$ cat src/rtl/sensor_scheduler.sv
// sensor_scheduler: ranges three HC-SR04 sensors one after another.
// Each sensor gets a trigger pulse, its echo width is converted to whole
// centimetres by a wrap counter, and a quiet guard time follows. The three
// results are collected in shadow registers and published together with a
// single frame_valid pulse at the end of the frame.
module sensor_scheduler #(
    parameter int CLK_HZ         = 50000000,
    parameter int TRIG_CYCLES    = 500,
    parameter int CYCLES_PER_CM  = 2900,
    parameter int TIMEOUT_CYCLES = 1900000,
    parameter int GUARD_CYCLES   = 3000000,
    parameter int MAX_CM         = 400
) (
    input  logic        clk,
    input  logic        reset,
    input  logic        enable,
    input  logic        echo1,
    input  logic        echo2,
    input  logic        echo3,
    output logic        trig1,
    output logic        trig2,
    output logic        trig3,
    output logic [11:0] sens1,
    output logic [11:0] sens2,
    output logic [11:0] sens3,
    output logic        frame_valid,
    output logic [2:0]  err,
    output logic        busy
);

    // One shared phase counter covers trigger width, timeouts and guard time.
    localparam int CNT_MAX_A = (TIMEOUT_CYCLES > GUARD_CYCLES) ? TIMEOUT_CYCLES : GUARD_CYCLES;
    localparam int CNT_MAX   = (CNT_MAX_A > TRIG_CYCLES) ? CNT_MAX_A : TRIG_CYCLES;
    localparam int CNT_W     = $clog2(CNT_MAX + 1);
    // Sub-counter counts echo cycles within one centimetre (CYCLES_PER_CM >= 2).
    localparam int SUB_W     = (CYCLES_PER_CM > 1) ? $clog2(CYCLES_PER_CM) : 1;

    localparam logic [CNT_W-1:0] TRIG_LAST  = CNT_W'(TRIG_CYCLES - 1);
    localparam logic [CNT_W-1:0] TO_LAST    = CNT_W'(TIMEOUT_CYCLES - 1);
    localparam logic [CNT_W-1:0] GUARD_LAST = CNT_W'(GUARD_CYCLES - 1);
    localparam logic [SUB_W-1:0] SUB_LAST   = SUB_W'(CYCLES_PER_CM - 1);
    localparam logic [11:0]      CM_SAT     = 12'(MAX_CM);
    localparam logic [11:0]      CM_TIMEOUT = 12'hFFF;

    // The clock frequency only documents the cycle-count parameters.
    if (CLK_HZ <= 0) begin : g_clk_hz_unset
    end

    typedef enum logic [2:0] {
        IDLE,
        TRIG,
        WAIT_RISE,
        MEASURE,
        GUARD
    } state_t;

    state_t            state_q, state_d;
    logic [1:0]        sel_q, sel_d;
    logic [CNT_W-1:0]  cnt_q, cnt_d;
    logic [SUB_W-1:0]  sub_q, sub_d;
    logic [11:0]       cm_q, cm_d;
    logic [2:0][11:0]  shadow_q, shadow_d;
    logic [2:0]        shadow_err_q, shadow_err_d;
    logic [2:0][11:0]  sens_q, sens_d;
    logic [2:0]        err_q, err_d;
    logic              fv_q, fv_d;
    logic [2:0]        trig_q, trig_d;
    logic [2:0]        echo_meta_q;
    logic [2:0]        echo_sync_q;
    logic              echo_sel;

    // Centimetre count that stops at the saturation value.
    function automatic logic [11:0] sat_inc(input logic [11:0] value);
        if (value >= CM_SAT) begin
            return CM_SAT;
        end
        return value + 12'd1;
    endfunction

    assign echo_sel = echo_sync_q[sel_q];

    // Two-flop synchronizer for the asynchronous echo inputs.
    always_ff @(posedge clk or posedge reset) begin
        if (reset) begin
            echo_meta_q <= '0;
            echo_sync_q <= '0;
        end else begin
            echo_meta_q <= {echo3, echo2, echo1};
            echo_sync_q <= echo_meta_q;
        end
    end

    // State, counters, shadow results and published outputs.
    always_ff @(posedge clk or posedge reset) begin
        if (reset) begin
            state_q      <= IDLE;
            sel_q        <= 2'd0;
            cnt_q        <= '0;
            sub_q        <= '0;
            cm_q         <= 12'd0;
            shadow_q     <= '0;
            shadow_err_q <= 3'b000;
            sens_q       <= '0;
            err_q        <= 3'b000;
            fv_q         <= 1'b0;
            trig_q       <= 3'b000;
        end else begin
            state_q      <= state_d;
            sel_q        <= sel_d;
            cnt_q        <= cnt_d;
            sub_q        <= sub_d;
            cm_q         <= cm_d;
            shadow_q     <= shadow_d;
            shadow_err_q <= shadow_err_d;
            sens_q       <= sens_d;
            err_q        <= err_d;
            fv_q         <= fv_d;
            trig_q       <= trig_d;
        end
    end

    // Next-state logic: sequencing, echo measurement and frame publication.
    always_comb begin
        state_d      = state_q;
        sel_d        = sel_q;
        cnt_d        = cnt_q;
        sub_d        = sub_q;
        cm_d         = cm_q;
        shadow_d     = shadow_q;
        shadow_err_d = shadow_err_q;
        sens_d       = sens_q;
        err_d        = err_q;
        fv_d         = 1'b0;

        case (state_q)
            IDLE: begin
                if (enable) begin
                    sel_d   = 2'd0;
                    cnt_d   = '0;
                    state_d = TRIG;
                end
            end

            TRIG: begin
                if (cnt_q == TRIG_LAST) begin
                    cnt_d   = '0;
                    state_d = WAIT_RISE;
                end else begin
                    cnt_d = cnt_q + 1'b1;
                end
            end

            WAIT_RISE: begin
                if (echo_sel) begin
                    // The cycle that sees the rise is the first high cycle.
                    cnt_d   = CNT_W'(1);
                    sub_d   = SUB_W'(1);
                    cm_d    = 12'd0;
                    state_d = MEASURE;
                end else if (cnt_q == TO_LAST) begin
                    shadow_d[sel_q]     = CM_TIMEOUT;
                    shadow_err_d[sel_q] = 1'b1;
                    cnt_d               = '0;
                    state_d             = GUARD;
                end else begin
                    cnt_d = cnt_q + 1'b1;
                end
            end

            MEASURE: begin
                if (!echo_sel) begin
                    shadow_d[sel_q]     = cm_q;
                    shadow_err_d[sel_q] = 1'b0;
                    cnt_d               = '0;
                    state_d             = GUARD;
                end else if (cnt_q == TO_LAST) begin
                    shadow_d[sel_q]     = CM_TIMEOUT;
                    shadow_err_d[sel_q] = 1'b1;
                    cnt_d               = '0;
                    state_d             = GUARD;
                end else begin
                    cnt_d = cnt_q + 1'b1;
                    if (sub_q == SUB_LAST) begin
                        sub_d = '0;
                        cm_d  = sat_inc(cm_q);
                    end else begin
                        sub_d = sub_q + 1'b1;
                    end
                end
            end

            GUARD: begin
                if (cnt_q == GUARD_LAST) begin
                    cnt_d = '0;
                    if (sel_q == 2'd2) begin
                        // Publish all three results at once.
                        sens_d  = shadow_q;
                        err_d   = shadow_err_q;
                        fv_d    = 1'b1;
                        state_d = IDLE;
                    end else begin
                        sel_d   = sel_q + 2'd1;
                        state_d = TRIG;
                    end
                end else begin
                    cnt_d = cnt_q + 1'b1;
                end
            end

            default: begin
                state_d = IDLE;
            end
        endcase

        // Trigger is registered from the next state so it is high exactly
        // while the FSM sits in TRIG, and only for the selected sensor.
        trig_d = (state_d == TRIG) ? (3'b001 << sel_d) : 3'b000;
    end

    assign trig1       = trig_q[0];
    assign trig2       = trig_q[1];
    assign trig3       = trig_q[2];
    assign sens1       = sens_q[0];
    assign sens2       = sens_q[1];
    assign sens3       = sens_q[2];
    assign err         = err_q;
    assign frame_valid = fv_q;
    assign busy        = (state_q != IDLE);

endmodule

$ cat config.mk
export PLATFORM = sky130hd
export DESIGN_NAME = sensor_scheduler
export DESIGN_NICKNAME = d
export VERILOG_FILES = /design/src/rtl/sensor_scheduler.sv
export SDC_FILE = /design/constraint.sdc
export NUM_CORES = 1
export LEC_CHECK = 0
export ABC_AREA = 1
export ABC_CLOCK_PERIOD_IN_PS = 4000
export BUFFER_PORTS_ARGS = -buffer_cell sky130_fd_sc_hd__buf_4
export CORE_AREA = 2 2 115 117
export CTS_CLUSTER_SIZE = 14
export DETAILED_ROUTE_END_ITERATION = 7
export DIE_AREA = 0 0 117 119
export GPL_ROUTABILITY_DRIVEN = 0
export PLACE_DENSITY = 0.81
export SYNTH_ARGS = -nofsm -noshare
export SYNTH_HDL_FRONTEND = slang
export SYNTH_SLANG_ARGS = --single-unit
$ cat constraint.sdc
create_clock -name clk -period 4 [get_ports clk]
set_clock_uncertainty 0.15 [all_clocks]
set_input_delay 0.2 -clock clk [delete_from_list [all_inputs] [get_ports clk]]
set_output_delay 0.2 -clock clk [all_outputs]
set_load 0.005 [all_outputs]
==> results.txt, run 1 <==
row count - 42
Flop pwr share - 0.486
Cell Int Power - 2.31 mW
Min Hold Slack - 201 ps
Avg Inst Size Synth - 7.83 µm²
Antenna Nets Post-Route - 0
Synth top area share - 0.506
placed cells - 1084
Post-Synthesis Cell Area - 6880 µm²
switch share - 0.205
share of cells above drive strength 1 - 0.134
reg-to-reg setup timing slack - 1350 ps
Post-CTS Setup Bufs - 0
CTS Buf Count - 17
HPWL after detailed placement - 9930 µm
DR WL/cell - 13.3 µm
clock power share - 0.501
core area - 12900 µm²
Period Utilization, post-route - 0.662
Syn-to-layout area delta - 15.2%
Mapped Cells - 878
Synth area leaders - dfrtp_1 51%, nand2_1 16%, inv_1 6.9%
ANT cells - 0
Worst R2R Start - cnt_q[0]$_DFFE_PP0P_
most common flop cell mapped by yosys - dfrtp_1
Netlist cell types - 35
Final Instance Count excl. Fillers - 1118
CTS Sinks - 139
Fillers - 1091
CTS tree - yes
Leak - 4.31 nW
total gr overflow - 0
Slew headroom - 0.454
vias in the first global route - 5402
maximum clock insertion buffer count - 2
Die X - 117 µm
CTS H-tree lvls - 4
initial antenna violation count - 0
f_max - 0.377 GHz
final wirelength - 14800 µm
worst hold path depth - 0
CP Class - register to register
Gate power share - 0.013
register area share after synthesis - 0.506
DRT iter0 DRCs - 561
Worst-Skew Late Latency - 430 ps
biggest area consumer among synthesized cells - dfrtp_1
status - finished, final reports clean
# IOs - 50
die height - 119 µm
critical path data arrival time - 2810 ps
initial core utilization - 0.534
Setup TNS Final - 0 ps
Power Dens Cells - 366 nW/µm²
total track usage - 0.232
R2R depth - 10
Finished Core Util - 0.616
max_cap viols - 0
Max rail drop VDD - 0.257 mV
detailed-route DRC error count - 0
Yosys reg bits - 139
switching pwr - 596 µW
shortest period the worst path allows - 2650 ps
Worst Tran Pin Value - 816 ps
worst endpoint required time - 4160 ps
First-pass DRT Iterations - 5
Synth Net Count - 891
CP endpoint kind - register
worst min path class - register to register
DR vias - 5718
RR Endpoint - sens3[7]$_DFFE_PP0P_
CTS root buf - clkbuf_16
Worst setup SP type - register
Die ar. - 13900 µm²
worst min-delay path startpoint - echo_meta_q[1]$_DFF_PP0_
CTS clock-pin slew for the worst setup and hold paths - 60 ps
Final Hold Viols - 0
routed vias/inst - 5.11
largest fanout on the critical path - 43
Async S/R FF share, synth - 1.00
synth warn - 0
final setup fails - 0
Slew Limit Fails - 0
first-pass GRT wire length - 25500 µm
worst hold endpoint - echo_sync_q[1]$_DFF_PP0_
largest net degree at the start of global routing - 140
EDFF count, synth - 0
port bufs - 49
nets - 945
unrepaired setup endpoints after global routing - no
==> worst max-delay path: stages (launching register included) <==
cell and delay (ps):
dfrtp_1 400, ha_1 240, inv_1 110, nor2_4 60
nand3_1 80, nor2_1 60, and3_1 140, nand2_2 590
clkinv_4 450, nand2_1 170, nand2_1 60
==> flip-flops by register name, indices dropped and copies added (netlist names), 12 cells and up <==
name	flops
cm_q	12
shadow_q	36
sens2	12
sens1	12
sub_q	12
cnt_q	22
sens3	12
==> power by group through the flow <==
stage / Clock [mW] / Combinational, mW / Sequential [mW]
3_3_place_gp: 0 / 0.0356 / 1.44
2_1_floorplan: 0 / 0.0216 / 1.44
6_report: 1.45 / 0.0374 / 1.41
4_1_cts: 1.47 / 0.0399 / 1.41
3_5_place_dp: 0 / 0.0359 / 1.44
5_1_grt: 1.53 / 0.0442 / 1.41
==> repair_timing <==
item	4_1_cts	5_1_grt
hold buffers	5	0
gates resized for setup	0	0
endpoints found under the hold margin	143	0
==> cell usage after synthesis, drive strengths merged, types with 5 or more instances <==
| cell | n |
|---|---|
| nand4 | 16 |
| nor3 | 19 |
| xor2 | 10 |
| nand2 | 297 |
| dfrtp | 139 |
| buf | 20 |
| inv | 136 |
| o21ai | 68 |
| a21oi | 8 |
| ha | 7 |
| or2 | 5 |
| nand3 | 61 |
| nor2 | 76 |
==> final cells by class <==
class                      instances  area (µm²)  area share
inverter                         138         527      0.0665
clock inverter                     8        71.3     0.00900
clock buffer                      21         470      0.0594
multi-input combinational        581        2720       0.343
sequential                       139        3480       0.439
timing repair buffer              55         438      0.0552
tap                              176         220      0.0278
==> stage by stage <==
stage / setup slack, ps / total power, mW / area (µm²)
6_report: 1350 / 2.90 / 7930
5_1_grt: 1070 / 2.99 / 7930
4_1_cts: 1330 / 2.92 / 7930
3_5_place_dp: 1340 / 1.47 / 7330
3_3_place_gp: 1410 / 1.47 / 7330
2_1_floorplan: 1910 / 1.46 / 6880
==> placed cells by master, fill, tap and decap left out, drive strengths merged <==
cell type and count:
dlygate4sd3 5, nor3 19, inv 135, xor2 10, a31oi 3, buf 50, o2111ai 1, nand3 61
dfrtp 139, and3 2, bufinv 1, xnor2 1, nor2 76, o21bai 4, nand2 297, nand4 16
o21ai 68, a21oi 8, nor3b 1, ha 7, clkinvlp 2, clkinv 8, clkbuf 21, nand3b 2
or2 5
==> metal layers <==
metal,routed length (µm),part of all wire,global-route usage,up-vias
li1,-,-,-,2844
met1,6910,0.47,0.327,2658
met2,6880,0.46,0.357,192
met3,814,0.055,0.0468,24
met4,245,0.017,0.0801,0
met5,0,0,0,-
==> cell families (layout without fill, tap and decap cells) <==
logic type                 after synthesis  after routing  synth area share
DFF                                    139            139             0.506
adders and majority gates                7              7            0.0127
buffers and inverters                  158            222            0.0988
and+or+nand+nor                        479            479             0.304
AOI/OAI and AO/OA                       84             84            0.0646
xor gates and xnor gates                11             11            0.0140
==> worst max path at each step <==
stage | startpoint | end | depth (start not counted)
after floorplan | reset | cm_q[0]$_DFFE_PP0P_ | 1
after global placement | cnt_q[0]$_DFFE_PP0P_ | sens3[4]$_DFFE_PP0P_ | 10
after detailed placement | cnt_q[0]$_DFFE_PP0P_ | sens2[11]$_DFFE_PP0P_ | 10
after CTS | cnt_q[0]$_DFFE_PP0P_ | sens2[11]$_DFFE_PP0P_ | 10
after global routing | cnt_q[0]$_DFFE_PP0P_ | sens2[11]$_DFFE_PP0P_ | 10
final | cnt_q[0]$_DFFE_PP0P_ | sens3[7]$_DFFE_PP0P_ | 10
Note: power is estimated with default switching activity, not from simulation.
==> run 2, diff against run 1 <==
- ABC_CLOCK_PERIOD_IN_PS: 4000 -> 2170
- clock period: 4 -> 2.17 ns (I/O delays scaled with it)
==> run 2 against run 1 <==
Effect of this change:
- sequential power up 84%
- final cell count rose by 1.5%
- core utilization grew 1.8 points
- via count is 1.3% higher
- non-clock buffer count rose by 14
- highest routed layer unchanged
- global-route usage grew 0.12 points
- first-iteration DRC count is 5.3% lower
- clock power rose by 100%
- register-to-register slack worse by 1200 ps
==> results.txt, run 2 (synthesis gave the netlist of run 1 again) <==
max_cap viols - 0
unrepaired setup endpoints after global routing - no
total track usage - 0.233
share of cells above drive strength 1 - 0.156
critical path data arrival time - 2170 ps
die height - 119 µm
first-pass GRT wire length - 25400 µm
vias in the first global route - 5398
Max rail drop VDD - 0.446 mV
routed vias/inst - 5.10
CP Class - register to register
worst endpoint required time - 2340 ps
Setup TNS Final - 0 ps
Min Hold Slack - 174 ps
total gr overflow - 0
largest fanout on the critical path - 9
area of the multi-input gates - 2740 µm²
initial core utilization - 0.534
HPWL after detailed placement - 10600 µm
detailed-route DRC error count - 0
Slew Limit Fails - 0
DR vias - 5790
Finished Core Util - 0.634
Worst-Skew Late Latency - 420 ps
Worst setup SP type - register
RR Endpoint - cnt_q[7]$_DFFE_PP0P_
CTS H-tree lvls - 4
f_max - 0.499 GHz
largest reg by FF count - shadow_q
CTS Buf Count - 17
core area - 12900 µm²
DRT iter0 DRCs - 531
power consumption - 5.62 mW
reg-to-reg setup timing slack - 170 ps
CP endpoint kind - register
Leak - 4.37 nW
largest registers - shadow_q: 36 flops, cnt_q: 22 flops
CTS root buf - clkbuf_16
status - finished, final reports clean
Worst R2R Start - cnt_q[8]$_DFFE_PP0P_
Power Dens Cells - 688 nW/µm²
First-pass DRT Iterations - 5
worst hold path depth - 2
largest net degree at the start of global routing - 40
CTS clock-pin slew for the worst setup and hold paths - 60 ps
met1 wire length - 6980 µm
most common cell after layout, fill and taps aside - nand2_1
shortest period the worst path allows - 2000 ps
Slew headroom - 0.492
# IOs - 50
CTS tree - yes
Final Hold Viols - 0
nets - 959
maximum clock insertion buffer count - 2
port bufs - 49
Highest Signal Layer - met4
CTS Sinks - 139
FF+latch area - 3480 µm²
Die X - 117 µm
ANT cells - 0
Met3 Routed Length - 824 µm
initial antenna violation count - 0
worst hold endpoint - echo_meta_q[0]$_DFF_PP0_
Syn-to-layout area delta - 18.6%
R2R depth - 11
final wirelength - 15200 µm
Post-CTS Setup Bufs - 0
Worst Tran Pin Value - 760 ps
DR WL/cell - 13.3 µm
Die ar. - 13900 µm²
Final Instance Count excl. Fillers - 1135
worst min-delay path startpoint - echo1
final setup fails - 0
Period Utilization, post-route - 0.923
row count - 42
DR WL met2 - 6860 µm
max FFs per register - 36
placed cells - 1098
most frequent cells in the layout - 284 x nand2_1, 139 x dfrtp_1, 124 x inv_1, 66 x nor2_1, 59 x buf_4
Antenna Nets Post-Route - 0
worst min path class - input port to register
Fillers - 1085
## run 2: changes by cell type in the layout (fill, tap and decap cells not counted), moves of 3 or more
cell and delta:
buf_12 +3, buf_4 +10, clkbuf_8 -3, clkinv_2 -3
clkinvlp_4 +5, inv_6 +3, nand2_1 -3, nand2_2 +3
## run 2: how the worst max path moves through the flow
stage | startpoint | to | slack [ps] | cells past startpoint
2_1_floorplan | reset | cm_q[0]$_DFFE_PP0P_ | 180 | 1
3_3_place_gp | cnt_q[0]$_DFFE_PP0P_ | err[2]$_DFFE_PP0P_ | 210 | 10
3_5_place_dp | cnt_q[0]$_DFFE_PP0P_ | err[2]$_DFFE_PP0P_ | 170 | 10
4_1_cts | cnt_q[0]$_DFFE_PP0P_ | err[1]$_DFFE_PP0P_ | 160 | 10
5_1_grt | cnt_q[7]$_DFFE_PP0P_ | cnt_q[5]$_DFFE_PP0P_ | 1 | 12
6_report | cnt_q[8]$_DFFE_PP0P_ | cnt_q[7]$_DFFE_PP0P_ | 170 | 11
## run 2: repair_timing
action	4_1_cts	5_1_grt
endpoints found under the setup margin	0	46
resized for setup	0	11
hold endpoints to repair	33	0
hold buffers	5	0
## run 2: critical path, cell delays in order (launching register included)
cell,delay (ps)
dfrtp_1,400
nor2_1,230
nand2_1,90
nor2_1,230
nand3_2,130
nand2_1,120
nand2_1,90
clkinv_1,70
nand3_2,80
buf_4,190
nand3_1,80
inv_1,40
## run 2: layer usage
metal	GRT usage	up-vias
met5	0	-
li1	-	2870
met2	0.353	215
met4	0.114	0
met1	0.313	2662
met3	0.0545	43
## run 2: power by group
part | leakage [nW] | switching, mW | internal, mW
registers | 1.86 | 0.00181 | 2.60
clock network | 0.280 | 1.13 | 1.81
logic | 2.23 | 0.0537 | 0.0234
## run 2: final cells by class
cell class | instances | share of cell area
Sequential cell | 139 | 0.426
Clock inverter | 13 | 0.0202
Tap cell | 176 | 0.0270
Clock buffer | 19 | 0.0531
Inverter | 138 | 0.0658
Multi-Input combinational cell | 581 | 0.336
Timing Repair Buffer | 69 | 0.0716
## run 2: stage by stage
| step | instance area (µm²) | setup slack (ps) |
|---|---|---|
| global route | 8160 | 1.43 |
| global placement | 7480 | 208 |
| detailed placement | 7480 | 175 |
| CTS | 8130 | 160 |
| floorplan | 6880 | 176 |
| finish | 8160 | 167 |
